[config.mk]
export PLATFORM = sky130hd
export DESIGN_NAME = stud_ds_demodulator
export DESIGN_NICKNAME = d
export VERILOG_FILES = /design/src/rtl/stud_ds_demodulator_pkg.sv /design/src/rtl/stud_ds_demodulator_cic.sv /design/src/rtl/stud_ds_demodulator.sv
export SDC_FILE = /design/constraint.sdc
export NUM_CORES = 1
export LEC_CHECK = 0
export BUFFER_PORTS_ARGS = -buffer_cell sky130_fd_sc_hd__buf_2
export CORE_AREA = 2 2 171 173
export DETAILED_ROUTE_END_ITERATION = 6
export DIE_AREA = 0 0 173 175
export PLACE_DENSITY = 0.7
export SYNTH_ARGS = -nofsm -noshare
export SYNTH_HDL_FRONTEND = slang
export SYNTH_SLANG_ARGS = --single-unit
[constraint.sdc]
create_clock -name clk_i -period 13 [get_ports clk_i]
set_input_delay 2.6 -clock clk_i [delete_from_list [all_inputs] [get_ports clk_i]]
set_output_delay 2.6 -clock clk_i [all_outputs]
set_load 0.05 [all_outputs]
[src/rtl/stud_ds_demodulator_pkg.sv]
// Shared constants for the delta-sigma demodulator: CIC geometry, OSR codes
// and the OSR-code to log2(R) lookup.
package stud_ds_demodulator_pkg;

    localparam int CIC_ORDER = 3;
    localparam int ACC_W     = 26;

    localparam logic [1:0] OSR_32  = 2'b00;
    localparam logic [1:0] OSR_64  = 2'b01;
    localparam logic [1:0] OSR_128 = 2'b10;
    localparam logic [1:0] OSR_256 = 2'b11;

    function automatic logic [3:0] osrLog2(input logic [1:0] osr);
        logic [3:0] k;
        case (osr)
            OSR_32:  k = 4'd5;
            OSR_64:  k = 4'd6;
            OSR_128: k = 4'd7;
            default: k = 4'd8;
        endcase
        return k;
    endfunction

endpackage

[src/rtl/stud_ds_demodulator_cic.sv]
// Third-order CIC decimator for a +/-1 bitstream. It emits a one-cycle strobe
// per window once the comb chain has seen two full windows since reset/clear.
module stud_ds_demodulator_cic
    import stud_ds_demodulator_pkg::*;
(
    input  logic                    clk_i,
    input  logic                    rst_i,
    input  logic                    clear_i,
    input  logic                    ds_i,
    input  logic [3:0]              k_i,
    output logic signed [ACC_W-1:0] y_o,
    output logic                    yStb_o
);

    logic signed [ACC_W-1:0] x;
    logic signed [ACC_W-1:0] integ1_q, integ2_q, integ3_q;
    logic signed [ACC_W-1:0] integ1_d, integ2_d, integ3_d;
    logic signed [ACC_W-1:0] dly1_q, dly2_q, dly3_q;
    logic signed [ACC_W-1:0] comb1, comb2, comb3;
    logic signed [ACC_W-1:0] y_q;
    logic [7:0]              cnt_q, cnt_d, cntMax;
    logic [1:0]              warmCnt_q;
    logic                    yStb_q;
    logic                    tick;

    // Integrators are chained combinationally so the tick sample includes this cycle's bit.
    always_comb begin
        x        = {{(ACC_W-1){~ds_i}}, 1'b1};
        integ1_d = integ1_q + x;
        integ2_d = integ2_q + integ1_d;
        integ3_d = integ3_q + integ2_d;
        comb1    = integ3_d - dly1_q;
        comb2    = comb1 - dly2_q;
        comb3    = comb2 - dly3_q;
        cntMax   = (8'd1 << k_i) - 8'd1;
        tick     = (cnt_q == cntMax);
        cnt_d    = tick ? 8'd0 : cnt_q + 8'd1;
    end

    always_ff @(posedge clk_i) begin
        if (rst_i || clear_i) begin
            integ1_q  <= '0;
            integ2_q  <= '0;
            integ3_q  <= '0;
            dly1_q    <= '0;
            dly2_q    <= '0;
            dly3_q    <= '0;
            y_q       <= '0;
            cnt_q     <= '0;
            warmCnt_q <= '0;
            yStb_q    <= 1'b0;
        end else begin
            integ1_q <= integ1_d;
            integ2_q <= integ2_d;
            integ3_q <= integ3_d;
            cnt_q    <= cnt_d;
            yStb_q   <= 1'b0;
            if (tick) begin
                dly1_q <= integ3_d;
                dly2_q <= comb1;
                dly3_q <= comb2;
                y_q    <= comb3;
                if (warmCnt_q == 2'd2) begin
                    yStb_q <= 1'b1;
                end else begin
                    warmCnt_q <= warmCnt_q + 2'd1;
                end
            end
        end
    end

    assign y_o    = y_q;
    assign yStb_o = yStb_q;

endmodule

[src/rtl/stud_ds_demodulator.sv]
// Delta-sigma bitstream to PCM: OSR-change detection, scaling with saturation,
// and a single-entry valid/ready hold register with overrun reporting.
module stud_ds_demodulator
    import stud_ds_demodulator_pkg::*;
#(
    parameter int AUDIO_WIDTH = 16
) (
    input  logic                          clk_i,
    input  logic                          rst_i,
    input  logic                          ds_i,
    input  logic [1:0]                    osr_i,
    output logic signed [AUDIO_WIDTH-1:0] audio_o,
    output logic                          audio_valid_o,
    input  logic                          audio_rdy_i,
    output logic                          overrun_o
);

    localparam logic signed [ACC_W-1:0] SAT_POS = ACC_W'(2**(AUDIO_WIDTH-1) - 1);
    localparam logic signed [ACC_W-1:0] SAT_NEG = ACC_W'(-(2**(AUDIO_WIDTH-1)));

    logic [1:0]                    osr_q;
    logic                          osrChange;
    logic [3:0]                    k;
    logic [4:0]                    shiftAmt;
    logic signed [ACC_W-1:0]       y;
    logic signed [ACC_W-1:0]       shifted;
    logic                          yStb;
    logic signed [AUDIO_WIDTH-1:0] scaled;
    logic signed [AUDIO_WIDTH-1:0] sample_q;
    logic                          sampleVld_q;
    logic signed [AUDIO_WIDTH-1:0] audio_q, audio_d;
    logic                          valid_q, valid_d;
    logic                          overrun_q, overrun_d;

    assign osrChange = (osr_i != osr_q);
    assign k         = osrLog2(osr_q);

    stud_ds_demodulator_cic u_cic (
        .clk_i   (clk_i),
        .rst_i   (rst_i),
        .clear_i (osrChange),
        .ds_i    (ds_i),
        .k_i     (k),
        .y_o     (y),
        .yStb_o  (yStb)
    );

    // Only +2^(W-1) can exceed the signed range; the negative clamp is a safety net.
    always_comb begin
        shiftAmt = 5'(k) * 5'd3 - 5'(AUDIO_WIDTH - 1);
        shifted  = y >>> shiftAmt;
        if (shifted > SAT_POS) begin
            scaled = SAT_POS[AUDIO_WIDTH-1:0];
        end else if (shifted < SAT_NEG) begin
            scaled = SAT_NEG[AUDIO_WIDTH-1:0];
        end else begin
            scaled = shifted[AUDIO_WIDTH-1:0];
        end
    end

    always_comb begin
        audio_d   = audio_q;
        valid_d   = valid_q;
        overrun_d = 1'b0;
        if (sampleVld_q) begin
            audio_d   = sample_q;
            valid_d   = 1'b1;
            overrun_d = valid_q && !audio_rdy_i;
        end else if (valid_q && audio_rdy_i) begin
            valid_d = 1'b0;
        end
    end

    // The OSR copy tracks the input during reset so release never looks like a change.
    always_ff @(posedge clk_i) begin
        osr_q <= osr_i;
        if (rst_i) begin
            sample_q    <= '0;
            sampleVld_q <= 1'b0;
            audio_q     <= '0;
            valid_q     <= 1'b0;
            overrun_q   <= 1'b0;
        end else begin
            sample_q    <= scaled;
            sampleVld_q <= yStb;
            audio_q     <= audio_d;
            valid_q     <= valid_d;
            overrun_q   <= overrun_d;
        end
    end

    assign audio_o       = audio_q;
    assign audio_valid_o = valid_q;
    assign overrun_o     = overrun_q;

endmodule

**Yosys cells after proc, flatten, opt, wreduce, memory -nomap -nowiden**

Index checks and enable logic that the tools add are counted.

- Flip-flop bits (word level): 230
- Bits of input ports: 6
- Logic and storage cells: 58

- Add/subtract/negate cells: 10
- $mul: 1
- $lt $le $gt $ge: 2
- Eq/ne operators: 5
- Shift-type cells: 2
- Multiplexer cells: 6
- Bitwise logic cells: 4
- Reduce and logical (&&, ||, !) cells: 11

Operators with widths:

| operator | number |
|---|---|
| $sub 26x26->26 | 3 |
| $add 26x26->26 | 2 |
| $add 26x2->26 | 1 |
| $gt 26x16->1 const B | 1 |
| $lt 26x16->1 const B | 1 |
| $sshr 26x5->26 | 1 |
| $mux 16 | 1 |
| $mux 15 | 1 |
| $pmux 4 s3 | 1 |
| $add 8x1->8 const B | 1 |
| $eq 8x8->1 | 1 |
| $reduce_or 2->1 | 4 |
| $shl 1x4->8 const A | 1 |
| $sub 8x1->8 const B | 1 |
| $mul 4x2->5 const B | 1 |
| $sub 5x4->5 const B | 1 |
| $eq 2x2->1 const B | 2 |
| $not 1->1 | 4 |
| $mux 1 | 3 |
| $add 2x1->2 const B | 1 |
| $eq 2x1->1 const B | 1 |
| $logic_and 1x1->1 | 2 |
| $logic_not 2->1 | 1 |
| $ne 2x2->1 | 1 |
| 4 further kinds | 4 |

**Logic depth before layout (Yosys ltp)**

- Depth after elaboration: 8
- Gate-level depth with buffers: 51
- Mapped depth without buffers: 51

**Modules after synthesis**

A second synthesis with hierarchy kept.

- Cell total of the unflattened synthesis: 1933
- Area, all modules: 15791.4 sq um

By module, submodules not included:

| module | times used | cells each | area each (sq um) | seq. area each (sq um) |
|---|---|---|---|---|
| stud_ds_demodulator_cic | 1 | 1689 | 13294.0 | 3863.7 |
| stud_ds_demodulator | 1 | 244 | 2497.4 | 740.7 |

**Least setup slack after synthesis**

Ideal clock, no wire load.

- Path kind: input to register
- Start point: in ds_i
- End point: reg u_cic.y_q[25], in the netlist u_cic.y_o[25]
- Library setup time: 120 ps
- Arrival time: 11792 ps
- Data required time: 12880 ps
- Slack: 1089 ps
- Cell stages on the path: 51
- Path through: inv_1 > ha_1 > a21o_1 > a21oi_1 > o21bai_1 > a21oi_1 > o21bai_1 > a21oi_1 > o21bai_1 > a21oi_1 > xnor2_1 > ha_1 > a21o_1 > a21o_1 > a21oi_1 > o21ai_0 > a21oi_1 > o21bai_1 > [15 not listed] > ha_1 > nand2_1 > nor2_1 > and3_1 > o31a_1 > o31ai_1 > nor2b_1 > xnor2_1 > ha_1 > a21o_1 > a21o_1 > or3_1 > a211oi_1 > o31ai_1 > a21oi_1 > xor2_1 > nor2_1 > a211o_1

- Word-level cells in the longest chain between the ends: 7

RTL lines:

| element | RTL line | source |
|---|---|---|
| start: declaration | stud_ds_demodulator.sv:10 | `input logic ds_i,` |
| $not 1->1 | stud_ds_demodulator_cic.sv:28 | `x = {{(ACC_W-1){~ds_i}}, 1'b1};` |
| $add 26x2->26 | stud_ds_demodulator_cic.sv:29 | `integ1_d = integ1_q + x;` |
| named net u_cic.integ1_d[10] | stud_ds_demodulator_cic.sv:17 | `logic signed [ACC_W-1:0] integ1_d, integ2_d, integ3_d;` |
| $add 26x26->26 | stud_ds_demodulator_cic.sv:30 | `integ2_d = integ2_q + integ1_d;` |
| named net u_cic.integ2_d[15] | stud_ds_demodulator_cic.sv:17 |  |
| $add 26x26->26 | stud_ds_demodulator_cic.sv:31 | `integ3_d = integ3_q + integ2_d;` |
| named net u_cic.integ3_d[16] | stud_ds_demodulator_cic.sv:17 |  |
| $sub 26x26->26 | stud_ds_demodulator_cic.sv:32 | `comb1 = integ3_d - dly1_q;` |
| named net u_cic.comb1[19] | stud_ds_demodulator_cic.sv:19 | `logic signed [ACC_W-1:0] comb1, comb2, comb3;` |
| $sub 26x26->26 | stud_ds_demodulator_cic.sv:33 | `comb2 = comb1 - dly2_q;` |
| named net u_cic.comb2[21] | stud_ds_demodulator_cic.sv:19 |  |
| $sub 26x26->26 | stud_ds_demodulator_cic.sv:34 | `comb3 = comb2 - dly3_q;` |
| end signal: assignment | stud_ds_demodulator_cic.sv:62 | `y_q <= comb3;` |
| end: declaration | stud_ds_demodulator_cic.sv:20 | `logic signed [ACC_W-1:0] y_q;` |

The timed path passes the listed nets, and every way through them passes these cells.
A chain may end at the register's enable or synchronous reset.

**Final worst setup path**

Ends and elaborated chain as after synthesis.

==> key figures <==
Setup path
  – Kind of critical path: in2reg
  – Critical Path RT: 13430 ps
  – Worst Path Buf+Inv: 3
  – Cell family with the largest share of critical-path delay: compound AO/OA/AOI/OAI gates
  – Crit-path slowest cell: fa_1
  – CP Launch Type: primary input
  – Reg2reg setup slack: 2880 ps
  – Setup crit end kind: register
  – CP peak stage delay: 480 ps
  – Crit Path Max Fanout: 6
  – Worst EP arrival: 12610 ps
  – Cell mode on critical path: a21oi_1

Floorplan
  – Initial Util: 54.0%
  – Total die area: 0.0303 mm²
  – Die Wd: 173 µm
  – DIE HEIGHT: 175 µm
  – Ports: 24
  – # rows: 62
  – Core box area: 0.0284 mm²

Final layout
  – Layout Nets: 2062
  – Multi-input gate area: 0.0101 mm²
  – Register area: 0.00460 mm²
  – Share of cells above drive strength 1: 6.12%
  – Syn-to-layout area delta: 9.77%
  – Filler cell count in the final layout: 2605
  – Ant. Diodes: 0

Yosys
  – YS warnings: 0
  – Post-synthesis cell type count: 75
  – Top cell type's share of synthesized area: 30.0%
  – Post-synth top cells: 240 x nand2_1, 230 x dfxtp_1, 206 x a21oi_1
  – Most common cell in the netlist: nand2_1
  – Synth Instances: 1892
  – Post-synth EDFFs: 0
  – Synth top area cells: dfxtp_1 30%, ha_1 13%, a21oi_1 6.7%, nand2_1 5.9%, mux2i_1 5.5%
  – Avg Cell Area, Syn: 8.11 µm²
  – Main synth FF type: dfxtp_1
  – Area leader, netlist: dfxtp_1
  – FFs w/ async S/R, synth: 0%
  – #FFs+latches synth: 230
  – Sequential area share after synthesis: 30.0%
  – Mapped Nets: 2062
  – Synth Cell Area: 0.0153 mm²

Drt
  – DR vias: 12600
  – Vias/cell: 5.50
  – Antenna-violating nets left: 0
  – WL/cell: 13.8 µm
  – DRT Pass-1 Iters: 5
  – # DRC: 0
  – DR iter-0 viols: 720
  – Final WL: 31800 µm

Clock network
  – Clock Pin Slew Worst Setup and Hold Paths: 60 ps
  – Max Root-Sink Buffers: 3
  – CTS H-Tree Depth: 1
  – CTS buffer count: 27
  – Post-cts hold buffer count: 0
  – CTS tree: yes
  – Clk sinks: 230
  – Clock Latency Late Sink: 540 ps
  – Post_cts resized: 0
  – Post-CTS Setup Bufs: 0
  – CTS root buffer: clkbuf_16

Placed design
  – Gpl congestion: 0.878
  – Port Buffer Count: 23
  – Post-DP HPWL: 22400 µm

STA
  – Slew HR: 27.7%
  – Slew @ Worst Pin: 1090 ps
  – Worst Skew: 14.5 ps
  – Hold Fails Final Rpt: 0
  – RSZ-0062 raised after global routing: false
  – Fmax: 82.1 MHz
  – Minimum clock period: 12180 ps
  – TNS Setup: 0 ps
  – Period utilisation layout: 93.7%
  – Final setup violation count: 0
  – Slew Viols, Final: 0

Global routing
  – Grt ovf: 0
  – Largest net degree at the start of global routing: 101
  – Vias in the first global route: 11700
  – First-pass GRT wire length: 54100 µm
  – Initial antenna violation count: 0
  – GRT Util Overall: 20.6%

Run
  – Max-cap violations: 0

Run status
  – Status: finished, final reports clean

Min path
  – Hold Crit Class: reg2reg
==> routing by layer <==
metal,up-vias,wire length [µm],global-route usage (%)
li1,6574,-,-
met1,5858,16000,28.8
met2,167,14400,34.0
met3,32,1060,2.63
met4,0,387,4.48
met5,-,0,0
==> kinds of logic after synthesis <==
| kind of cell | count (synthesis) | share of synthesized area [%] |
|---|---|---|
| xor gates and xnor gates | 137 | 8.04 |
| muxes | 91 | 6.06 |
| and+or+nand+nor | 613 | 18.8 |
| DFF | 230 | 30.0 |
| adders and majority gates | 164 | 13.7 |
| AOI/OAI and AO/OA | 466 | 18.7 |
| buffers and inverters | 191 | 4.75 |
==> metrics by stage <==
stage,std cells,hold slack [ps],setup WS [ps],utilization (%),cell area (µm²)
detailed placement,2247,426,238,55.6,15800
floorplan,1892,414,1090,-,15300
global placement,2247,421,558,55.6,15800
global route,2296,454,5.57,59.3,16800
CTS,2296,441,748,59.3,16800
finish,2296,435,824,59.3,16800
==> state kept, by name, indices dropped and copies added (netlist names) <==
register	flops
u_cic.dly2_q	26
sample_q	16
u_cic.cnt_q	8
u_cic.integ3_q	26
u_cic.warmCnt_q	2
u_cic.dly3_q	26
u_cic.dly1_q	26
u_cic.integ1_q	26
u_cic.y_o	26
overrun_o	1
audio_valid_o	1
u_cic.yStb_o	1
audio_o	16
osr_q	2
sampleVld_q	1
u_cic.integ2_q	26
==> final cells by class <==
class	instances	area share (%)
Timing Repair Buffer	33	1.13
Sequential cell	230	27.3
Multi-Input combinational cell	1471	59.7
Inverter	129	2.87
Tap cell	384	2.85
Clock buffer	35	4.61
Clock inverter	14	1.50
==> cells in the final DEF, fill, tap and decap left out, drive strengths merged, types with 22 or more instances in the layout <==
cell type,netlist,final
a21o,46,46
xnor2,91,91
clkbuf,54,35
and3,25,25
and2,75,75
nand2,240,240
a21oi,207,207
xor2,45,45
inv,129,129
o21ai,76,76
nor2,131,131
nor2b,22,22
buf,8,33
dfxtp,230,230
mux2i,85,85
a211oi,27,27
ha,158,158
nand3,28,28
nor3,27,27
==> worst paths after layout <==
check,start,endpoint,cells past startpoint
min reg2reg,u_cic.yStb_o,sampleVld_q,1
min,u_cic.yStb_o,sampleVld_q,1
max,ds_i,u_cic.y_o[25],52
max reg2reg,u_cic.integ1_q[0],u_cic.y_o[25],50
Power is left out: the tool's default activity adds up to more than one toggle a clock period on the data nets, which glitch-free logic cannot reach.
